<file path="src/rtl/snake_game_ctrl.sv">
// Snake game sequencer: key direction filtering, move tick, head stepping,
// wall/body collision, IDLE/RUN/OVER game FSM and LFSR food placement.
module snake_game_ctrl #(
    parameter int unsigned TICK_DIV = 7425000,
    parameter int unsigned H_DISP   = 1280,
    parameter int unsigned V_DISP   = 720,
    parameter int unsigned SIDE_W   = 40,
    parameter int unsigned BLOCK_W  = 20,
    parameter int unsigned INI_X    = 640,
    parameter int unsigned INI_Y    = 360,
    parameter int unsigned FOOD_X   = 400,
    parameter int unsigned FOOD_Y   = 400,
    parameter int unsigned MAX_LEN  = 16
) (
    input  logic        pixel_clk,
    input  logic        sys_rst_n,
    input  logic [3:0]  key,
    input  logic        body_hit,
    output logic [10:0] next_x,
    output logic [10:0] next_y,
    output logic [10:0] head_x,
    output logic [10:0] head_y,
    output logic [10:0] food_x,
    output logic [10:0] food_y,
    output logic [4:0]  snake_len,
    output logic        step,
    output logic        grow,
    output logic        restart,
    output logic [1:0]  game_state
);

    localparam int unsigned CW   = 11;
    localparam int unsigned LW   = 5;
    localparam int unsigned TW   = $clog2(TICK_DIV);
    localparam int unsigned NCOL = (H_DISP - 2 * SIDE_W) / BLOCK_W;

    localparam logic [CW-1:0] X_MIN  = CW'(SIDE_W);
    localparam logic [CW-1:0] X_MAX  = CW'(H_DISP - SIDE_W - BLOCK_W);
    localparam logic [CW-1:0] Y_MAX  = CW'(V_DISP - SIDE_W - BLOCK_W);
    localparam logic [CW-1:0] STEP_W = CW'(BLOCK_W);
    localparam logic [CW-1:0] RST_HX = CW'(INI_X);
    localparam logic [CW-1:0] RST_HY = CW'(INI_Y);
    localparam logic [CW-1:0] RST_FX = CW'(FOOD_X);
    localparam logic [CW-1:0] RST_FY = CW'(FOOD_Y);
    localparam logic [LW-1:0] RST_LEN = LW'(3);
    localparam logic [LW-1:0] LEN_MAX = LW'(MAX_LEN);
    localparam logic [TW-1:0] TICK_LAST = TW'(TICK_DIV - 1);

    localparam logic [1:0] DIR_UP    = 2'd0;
    localparam logic [1:0] DIR_DOWN  = 2'd1;
    localparam logic [1:0] DIR_LEFT  = 2'd2;
    localparam logic [1:0] DIR_RIGHT = 2'd3;

    localparam logic [1:0] GS_IDLE = 2'd0;
    localparam logic [1:0] GS_RUN  = 2'd1;
    localparam logic [1:0] GS_OVER = 2'd2;

    typedef enum logic [2:0] {S_IDLE, S_RUN, S_CHECK, S_FOOD, S_OVER} state_e;

    state_e          state_q, state_d;
    logic [1:0]      gs_q, gs_d;
    logic [3:0]      ks1_q, ks_q;
    logic [1:0]      dir_cur_q, dir_cur_d;
    logic [1:0]      dir_pend_q, dir_pend_d;
    logic [TW-1:0]   tick_q, tick_d;
    logic [15:0]     lfsr_q, lfsr_d;
    logic [CW-1:0]   head_x_q, head_x_d, head_y_q, head_y_d;
    logic [CW-1:0]   next_x_q, next_x_d, next_y_q, next_y_d;
    logic [CW-1:0]   food_x_q, food_x_d, food_y_q, food_y_d;
    logic [LW-1:0]   len_q, len_d;
    logic            step_q, step_d, grow_q, grow_d, restart_q, restart_d;
    logic            rel_q, rel_d;

    logic [1:0]      key_dir;
    logic            pressed, dir_ok, tick, wall;
    logic [5:0]      col;
    logic [4:0]      row;
    logic [CW-1:0]   cand_x, cand_y;
    logic            cand_ok;

    // Highest-priority pressed key wins; opposite of the committed direction is ignored.
    assign pressed = ~&ks_q;
    assign key_dir = !ks_q[0] ? DIR_UP :
                     !ks_q[1] ? DIR_DOWN :
                     !ks_q[2] ? DIR_LEFT : DIR_RIGHT;
    assign dir_ok  = pressed && (key_dir != (dir_cur_q ^ 2'd1));
    assign tick    = (tick_q == TICK_LAST);

    assign wall = (next_x_q < X_MIN) || (next_x_q > X_MAX) ||
                  (next_y_q < X_MIN) || (next_y_q > Y_MAX);

    // Food candidate: col*20 built as (col<<4)+(col<<2).
    assign col     = lfsr_q[5:0];
    assign row     = lfsr_q[12:8];
    assign cand_x  = X_MIN + (CW'(col) << 4) + (CW'(col) << 2);
    assign cand_y  = X_MIN + (CW'(row) << 4) + (CW'(row) << 2);
    assign cand_ok = (32'(col) < NCOL) && !((cand_x == head_x_q) && (cand_y == head_y_q));

    assign lfsr_d = {lfsr_q[14:0], lfsr_q[15] ^ lfsr_q[13] ^ lfsr_q[12] ^ lfsr_q[10]};

    always_comb begin
        state_d    = state_q;
        dir_cur_d  = dir_cur_q;
        dir_pend_d = dir_pend_q;
        tick_d     = tick_q;
        head_x_d   = head_x_q;
        head_y_d   = head_y_q;
        next_x_d   = next_x_q;
        next_y_d   = next_y_q;
        food_x_d   = food_x_q;
        food_y_d   = food_y_q;
        len_d      = len_q;
        rel_d      = rel_q;
        step_d     = 1'b0;
        grow_d     = 1'b0;
        restart_d  = 1'b0;

        unique case (state_q)
            S_IDLE: begin
                if (dir_ok) dir_pend_d = key_dir;
                if (pressed) begin
                    state_d = S_RUN;
                    tick_d  = '0;
                end
            end
            S_RUN: begin
                if (tick) begin
                    // Direction is frozen from the tick until CHECK commits the move.
                    tick_d  = '0;
                    state_d = S_CHECK;
                    case (dir_pend_q)
                        DIR_UP:   next_y_d = head_y_q - STEP_W;
                        DIR_DOWN: next_y_d = head_y_q + STEP_W;
                        DIR_LEFT: next_x_d = head_x_q - STEP_W;
                        default:  next_x_d = head_x_q + STEP_W;
                    endcase
                end else begin
                    tick_d = tick_q + TW'(1);
                    if (dir_ok) dir_pend_d = key_dir;
                end
            end
            S_CHECK: begin
                if (wall || body_hit) begin
                    state_d = S_OVER;
                    rel_d   = 1'b0;
                end else begin
                    step_d    = 1'b1;
                    head_x_d  = next_x_q;
                    head_y_d  = next_y_q;
                    dir_cur_d = dir_pend_q;
                    if ((next_x_q == food_x_q) && (next_y_q == food_y_q)) begin
                        if (len_q < LEN_MAX) begin
                            grow_d = 1'b1;
                            len_d  = len_q + LW'(1);
                        end
                        state_d = S_FOOD;
                    end else begin
                        state_d = S_RUN;
                    end
                end
            end
            S_FOOD: begin
                if (dir_ok) dir_pend_d = key_dir;
                if (cand_ok) begin
                    food_x_d = cand_x;
                    food_y_d = cand_y;
                    state_d  = S_RUN;
                end
            end
            S_OVER: begin
                // A restart press counts only after every key was seen released.
                if (!pressed) begin
                    rel_d = 1'b1;
                end else if (rel_q) begin
                    restart_d  = 1'b1;
                    state_d    = S_IDLE;
                    head_x_d   = RST_HX;
                    head_y_d   = RST_HY;
                    next_x_d   = RST_HX;
                    next_y_d   = RST_HY;
                    food_x_d   = RST_FX;
                    food_y_d   = RST_FY;
                    len_d      = RST_LEN;
                    dir_cur_d  = DIR_RIGHT;
                    dir_pend_d = DIR_RIGHT;
                    tick_d     = '0;
                    rel_d      = 1'b0;
                end
            end
            default: state_d = S_IDLE;
        endcase

        case (state_d)
            S_IDLE:  gs_d = GS_IDLE;
            S_OVER:  gs_d = GS_OVER;
            default: gs_d = GS_RUN;
        endcase
    end

    always_ff @(posedge pixel_clk or negedge sys_rst_n) begin
        if (!sys_rst_n) begin
            state_q    <= S_IDLE;
            gs_q       <= GS_IDLE;
            ks1_q      <= 4'hF;
            ks_q       <= 4'hF;
            dir_cur_q  <= DIR_RIGHT;
            dir_pend_q <= DIR_RIGHT;
            tick_q     <= '0;
            lfsr_q     <= 16'hACE1;
            head_x_q   <= RST_HX;
            head_y_q   <= RST_HY;
            next_x_q   <= RST_HX;
            next_y_q   <= RST_HY;
            food_x_q   <= RST_FX;
            food_y_q   <= RST_FY;
            len_q      <= RST_LEN;
            step_q     <= 1'b0;
            grow_q     <= 1'b0;
            restart_q  <= 1'b0;
            rel_q      <= 1'b0;
        end else begin
            state_q    <= state_d;
            gs_q       <= gs_d;
            ks1_q      <= key;
            ks_q       <= ks1_q;
            dir_cur_q  <= dir_cur_d;
            dir_pend_q <= dir_pend_d;
            tick_q     <= tick_d;
            lfsr_q     <= lfsr_d;
            head_x_q   <= head_x_d;
            head_y_q   <= head_y_d;
            next_x_q   <= next_x_d;
            next_y_q   <= next_y_d;
            food_x_q   <= food_x_d;
            food_y_q   <= food_y_d;
            len_q      <= len_d;
            step_q     <= step_d;
            grow_q     <= grow_d;
            restart_q  <= restart_d;
            rel_q      <= rel_d;
        end
    end

    assign next_x     = next_x_q;
    assign next_y     = next_y_q;
    assign head_x     = head_x_q;
    assign head_y     = head_y_q;
    assign food_x     = food_x_q;
    assign food_y     = food_y_q;
    assign snake_len  = len_q;
    assign step       = step_q;
    assign grow       = grow_q;
    assign restart    = restart_q;
    assign game_state = gs_q;

endmodule

</file>
<file path="config.mk">
export PLATFORM = sky130hd
export DESIGN_NAME = snake_game_ctrl
export DESIGN_NICKNAME = d
export VERILOG_FILES = /design/src/rtl/snake_game_ctrl.sv
export SDC_FILE = /design/constraint.sdc
export NUM_CORES = 1
export LEC_CHECK = 0
export ABC_AREA = 1
export CAP_MARGIN = 25
export CORE_MARGIN = 5
export CORE_UTILIZATION = 45
export DETAILED_ROUTE_END_ITERATION = 10
export PLACE_DENSITY = 0.76
export SLEW_MARGIN = 20
export SYNTH_ARGS = -nofsm -noshare
export SYNTH_HDL_FRONTEND = slang
export SYNTH_SLANG_ARGS = --single-unit
</file>
<file path="constraint.sdc">
create_clock -name pixel_clk -period 2.96 [get_ports pixel_clk]
set_clock_uncertainty 0.1 [all_clocks]
set_input_delay 0.296 -clock pixel_clk [delete_from_list [all_inputs] [get_ports pixel_clk]]
set_output_delay 0.296 -clock pixel_clk [all_outputs]
set_load 0.01 [all_outputs]
</file>
; Word-level counts from Yosys, hierarchy flattened
; Cells that the tools add are included.
[op_classes]
n_reduce_logical = 29
bitwise_logic = 4
n_eq_ne = 25
muxes = 62
n_addsub = 10
order_cmp = 6
[op_table]
columns = cell, count
row1 = case mux 11 bit (2 select lines), 8
row2 = two-way mux 11 bit, 12
row3 = two-way mux 23 bit, 4
row4 = case mux 23 bit (3 select lines), 1
row5 = == test 11 bit, 4
row6 = two-way mux 5 bit, 5
row7 = "adder 23 x 1 -> 23 bit, second input constant", 1
row8 = "== test 23 bit, second input constant", 1
row9 = "adder 11 x 5 -> 11 bit, second input constant", 2
row10 = "< comparator 11 x 6 -> 1 bit, second input constant", 2
row11 = "inequality test 2 bit, second input constant", 11
row12 = "subtractor 11 x 5 -> 11 bit, second input constant", 2
row13 = AND reduction 4 bit, 5
row14 = two-way mux 3 bit, 6
row15 = two-way mux 2 bit, 8
row16 = case mux 3 bit (5 select lines), 1
row17 = two-way mux 1 bit, 12
row18 = adder 10 x 7 -> 11 bit, 1
row19 = adder 11 x 8 -> 11 bit, 1
row20 = "adder 6 x 10 -> 11 bit, first input constant", 1
row21 = "greater-than comparator 11 x 10 -> 1 bit, second input constant", 1
row22 = "greater-than comparator 11 bit, second input constant", 1
row23 = "adder 6 x 9 -> 10 bit, first input constant", 1
row24 = case mux 5 bit (2 select lines), 1
row25 = other kinds (26), 44
[word_totals]
out_inout_bits = 76
in_bits = 7
ff_bits = 131
word_cells = 155

; Logic depth before layout (Yosys ltp)
[depth]
ltp_word = 10
mapped_depth = 19
ltp_nobuf = 18

; Worst setup path before layout
; Ideal clock, no wire load.
[synth_path]
kind = register to register
startpoint = register lfsr_q[10]
endpoint = register food_y_q[9], in the netlist food_y[9]
n_path_buf = 1
setup_ps = 118
t_required_ps = 2742
arrival_ps = 2509
synth_period_minus_slack_ps = 2727
stages_incl_launch_ff = 18
slack_ps = 233
path_cell_list = dfstp_2 -> ha_1 -> ha_1 -> inv_1 -> fa_1 -> nand2_1 -> o21ai_0 -> nor2_1 -> nand2_1 -> nor2_1 -> nand3_1 -> nor3_2 -> nand3_2 -> nand3_4 -> inv_2 -> buf_2 -> nand2_1 -> nand2_1
[synth_via]
elab_chain_cells = 8
elab_cells_between_ends = 10
cone_classes = add/sub: 2 / eq/ne: 2 / mux: 2 / reduce/logical: 4
[synth_lines]
columns = element, line
row1 = start: declaration, 66  ; logic [15:0] lfsr_q, lfsr_d;
row2 = start signal: assignment, 229  ; lfsr_q <= lfsr_d;
row3 = adder 6 x 9 -> 10 bit, 96  ; assign cand_y = X_MIN + (CW'(row) << 4) + (CW'(row) << 2);
row4 = adder 10 x 7 -> 11 bit (*), 96
row5 = == test 11 bit, 97  ; assign cand_ok = (32'(col) < NCOL) && !((cand_x == head_x_q) && (cand_y == head_y_q));
row6 = logical AND 1 bit, 97
row7 = zero test 1 bit, 97
row8 = logical AND 1 bit, 97
row9 = inequality test 2 bit (no source line), -
row10 = AND reduction 4 bit (no source line), -
row11 = end signal: assignment, 235  ; food_y_q <= food_y_d;
row12 = end: declaration, 69  ; logic [CW-1:0] food_x_q, food_x_d, food_y_q, food_y_d;
; Mark *: on every way between the ends. The rest lies on a longest branch, timed or not. The select of a mux whose other input is x is not followed.
; A chain may end at the register's enable or synchronous reset.

; Worst setup path in the final report
[layout_path]
startpoint = register lfsr_q[0]
endpoint = register food_x_q[4], in the netlist food_x[4]
[layout_via]
elab_chain_cells = 8
elab_cells_between_ends = 11
cone_classes = add/sub: 2 / order compare: 1 / eq/ne: 2 / mux: 2 / reduce/logical: 4
[layout_lines]
columns = element, line
row1 = adder 6 x 10 -> 11 bit, 95  ; assign cand_x = X_MIN + (CW'(col) << 4) + (CW'(col) << 2);
row2 = adder 11 x 8 -> 11 bit, 95
row3 = == test 11 bit, 97
row4 = logical AND 1 bit, 97
row5 = zero test 1 bit, 97
row6 = logical AND 1 bit, 97
row7 = inequality test 2 bit (no source line), -
row8 = AND reduction 4 bit (no source line), -
row9 = end signal: assignment, 234  ; food_x_q <= food_x_d;
row10 = end: declaration, 69
; Several ways; a longest one is shown, not always the timed one. The select of a mux whose other input is x is not followed.

==> key figures <==
Detailed routing
  • Detailed-route wire length per cell: 16.2 microns
  • Drt via density: 5.30
  • Router iterations before antenna repair: 5
  • Final WL: 20100 microns
  • Final ANT Viol Nets: 0
  • Number of DRC markers in iteration 0: 598
  • DR vias: 6575
  • Post-route DRC: 0

Job
  • Maxcap violations: 0

Power
  • Pwr Density: 488 nW/um^2
  • Lkg Pwr: 4.30 nW
  • Peak supply drop: 0.411 mV
  • Design Power: 4.44 mW

Critical path
  • Required @ worst endpoint: 3.22 ns
  • Crit. End Element: flop
  • Largest delay share family, worst path: simple AND/OR/NAND/NOR gates
  • CP arrival: 3.14 ns
  • CP max stage delay: 0.57 ns
  • Most Frequent Cell on Critical Path: nand2_1
  • Crit path max fanout: 8
  • Startpoint Class: flop
  • CP cell instances: ha_4, ha_2, inv_1, fa_2, nand2_1, nand2_1, nand3b_1, nor2_1, nand3_1, nor3_2, nand3_2, nand3_4, buf_6, nand3_1, nand2_1
  • Buf/Inv on CP: 2
  • WS Path Type: flop to flop
  • CP max stage cell: dfstp_2

Final layout
  • Fillers: 1390
  • Design Area, Final: 9080 sq um
  • Reg area: 3210 sq um
  • Post-layout util: 57.0%
  • Share of cells above drive strength 1: 14.7%
  • Number of diodes: 0
  • Layout net count: 1055
  • Multi-input logic area: 3650 sq um
  • Layout area overhead: 23.9%

Global routing
  • Vias in the first global route: 6268
  • GRT met3 Usage: 5.33%
  • Total grt overflow: 0
  • First-pass GRT wire length: 32500 microns
  • Initial antenna violation count: 0
  • GRT Resource Usage Total: 22.0%
  • Largest net degree at the start of global routing: 54
  • Met1 usage: 29.5%
  • Grt met2 use: 35.1%
  • Gr busiest metal: met2

Clock tree
  • CTS buffer count: 17
  • H-tree levels: 4
  • CTS tree: built
  • CTS sink cnt: 126
  • Root cell of the clock tree: clkbuf_16
  • Clock Latency Late Sink: 0.42 ns
  • Max Root-Sink Buffers: 2
  • Clk slew on worst S/H paths: 0.06 ns

Floorplan
  • Die area: 18900 sq um
  • Core Area: 15900 sq um
  • Initial Util: 46.0%
  • Die Wd: 138 microns
  • Die Span Y: 138 microns
  • Core Rows: 46
  • Boundary Pins: 83

Placement
  • IO buf count: 77
  • Final RePlAce weighted congestion: 0.911
  • Placed cell area: 8340 sq um
  • Placed wire-length estimate: 14600 microns

Logic synthesis
  • Sequential fraction of the synthesis area: 43.7%
  • Top post-synthesis cells by area: dfrtp_1 29%, dfstp_2 14%, nand2_1 13%
  • #FFs+latches synth: 126
  • Post-Syn Area: 7330 sq um
  • Leading cell type by number of instances after synthesis: nand2_1
  • Netlist cell types: 53
  • Syn_area_per_cell: 8.04 sq um
  • Gate Count Post-Synth: 911
  • Synth Flop Type: dfrtp_1
  • EDFF count, synth: 0
  • Synth area leader: dfrtp_1
  • Asr flop ratio synth: 100%
  • Post-synth top area share: 29.4%
  • Syn. warnings: 0
  • Synth top cells by count: 255 x nand2_1, 108 x inv_1, 86 x dfrtp_1

STA
  • Min Tclk post-route: 2.88 ns
  • Final Hold Fails: 0
  • Relative slew slack: 53.2%
  • Count of pins over their slew limit: 0
  • Final period util: 97.2%
  • Final setup violation count: 0
  • Setup TNS Final: 0 ns
  • Worst slew pin tran: 0.697 ns
  • Highest Clock Rate: 347 MHz

Status
  • Outcome: completed

Min path
  • Type of the worst min-delay path: input pin to flop
-- cell type report --
| cell class | count | area share [%] |
|---|---|---|
| clock buffers | 25 | 5.46 |
| clock inverters | 6 | 0.675 |
| inverters | 120 | 5.02 |
| multi-input cells | 650 | 40.2 |
| flip-flops and latches | 126 | 35.3 |
| well taps | 216 | 2.98 |
| repair buffers | 97 | 10.4 |
-- layout by cell type, fill, tap and decap left out, types with 3 or more instances in the layout --
cell and n:
nand2_1 253, inv_1 105, dfrtp_1 84, clkdlybuf4s50_1 76, nor2_1 65, nand3_1 50
a21oi_1 42, dfstp_2 40, o21ai_0 34, ha_1 27, o21ai_1 21, xor2_1 19
nand4_1 17, clkbuf_16 17, buf_4 16, nor3_1 14, xnor2_1 13, inv_2 12
o22ai_1 9, nand2_2 7, nand3b_1 6, nand3_2 6, nor4_1 5, conb_1 5
or2_2 4, nor2_2 4, nor2_4 4, a22oi_1 4, ha_4 4, clkbuf_8 4
clkbuf_1 4, nor3_2 3, clkinv_2 3, buf_6 3
-- what timing repair did --
action                                 in CTS  in global routing
resized for setup                           0                 25
setup buffers                               0                 10
hold buffers                                1                  0
endpoints found under the hold margin      43                  0
setup endpoints to repair                   0                 18
-- power by group --
group          internal [mW]  switching, mW  leakage, nW  total [mW]
sequential              1.84          0.116         1.58        1.95
clock                   1.24          0.737        0.273        1.97
combinational          0.223          0.287         2.45       0.510
-- cells by family after synthesis --
| group | after synthesis | share of synthesized area, % |
|---|---|---|
| simple gates | 450 | 28.2 |
| xor+xnor | 32 | 3.83 |
| fa+ha+maj | 36 | 6.56 |
| buf+inv | 139 | 7.87 |
| compound gates | 127 | 9.77 |
| flops | 126 | 43.7 |
| other cells | 1 | 0.0512 |
-- final timing paths --
check / from / endpoint / slack [ns] / cells past startpoint
worst min register to register: lfsr_q[14] / lfsr_q[15] / 0.25 / 0
min in group asynchronous: sys_rst_n / next_y[0] / 0.38 / 2
max in group asynchronous: sys_rst_n / ks_q[3] / 1.55 / 3
worst max-delay path: lfsr_q[0] / food_x[4] / 0.08 / 15
worst min-delay path: key[2] / ks1_q[2] / 0.19 / 1
worst max register to register: lfsr_q[0] / food_x[4] / 0.08 / 15
-- worst reg2reg max path, stage by stage, from the launching register on --
cell and delay (ns):
dfstp_2 0.57, ha_4 0.21, ha_2 0.18, inv_1 0.08, fa_2 0.46, nand2_1 0.09
nand2_1 0.05, nand3b_1 0.14, nor2_1 0.11, nand3_1 0.09, nor3_2 0.13, nand3_2 0.12
nand3_4 0.16, buf_6 0.17, nand3_1 0.08, nand2_1 0.09
-- sequential cells by signal, indices dropped and copies added (netlist names), 2 cells and up --
register / flops
tick_q: 23
head_x: 11
dir_cur_q: 2
state_q: 3
game_state: 2
dir_pend_q: 2
lfsr_q: 16
food_x: 9
food_y: 8
snake_len: 5
ks1_q: 4
ks_q: 4
head_y: 11
next_x: 11
next_y: 11
-- metrics by stage --
| stage | std cells | hold slack [ns] | setup WS, ns |
|---|---|---|---|
| after floorplan | 915 | -0.0996 | 0.233 |
| after global placement | 1198 | 0.238 | 0.115 |
| after detailed placement | 1198 | 0.242 | 0.0113 |
| after CTS | 1230 | 0.175 | 0.0000453 |
| after global routing | 1240 | 0.167 | -0.0405 |
| final | 1240 | 0.189 | 0.0819 |
-- layer usage --
metal	share of wire, %	vias to the layer above
li1	-	3156
met1	44	3104
met2	48	274
met3	6.8	41
met4	2.1	0
met5	0	-
(Power assumes the default switching activity.)
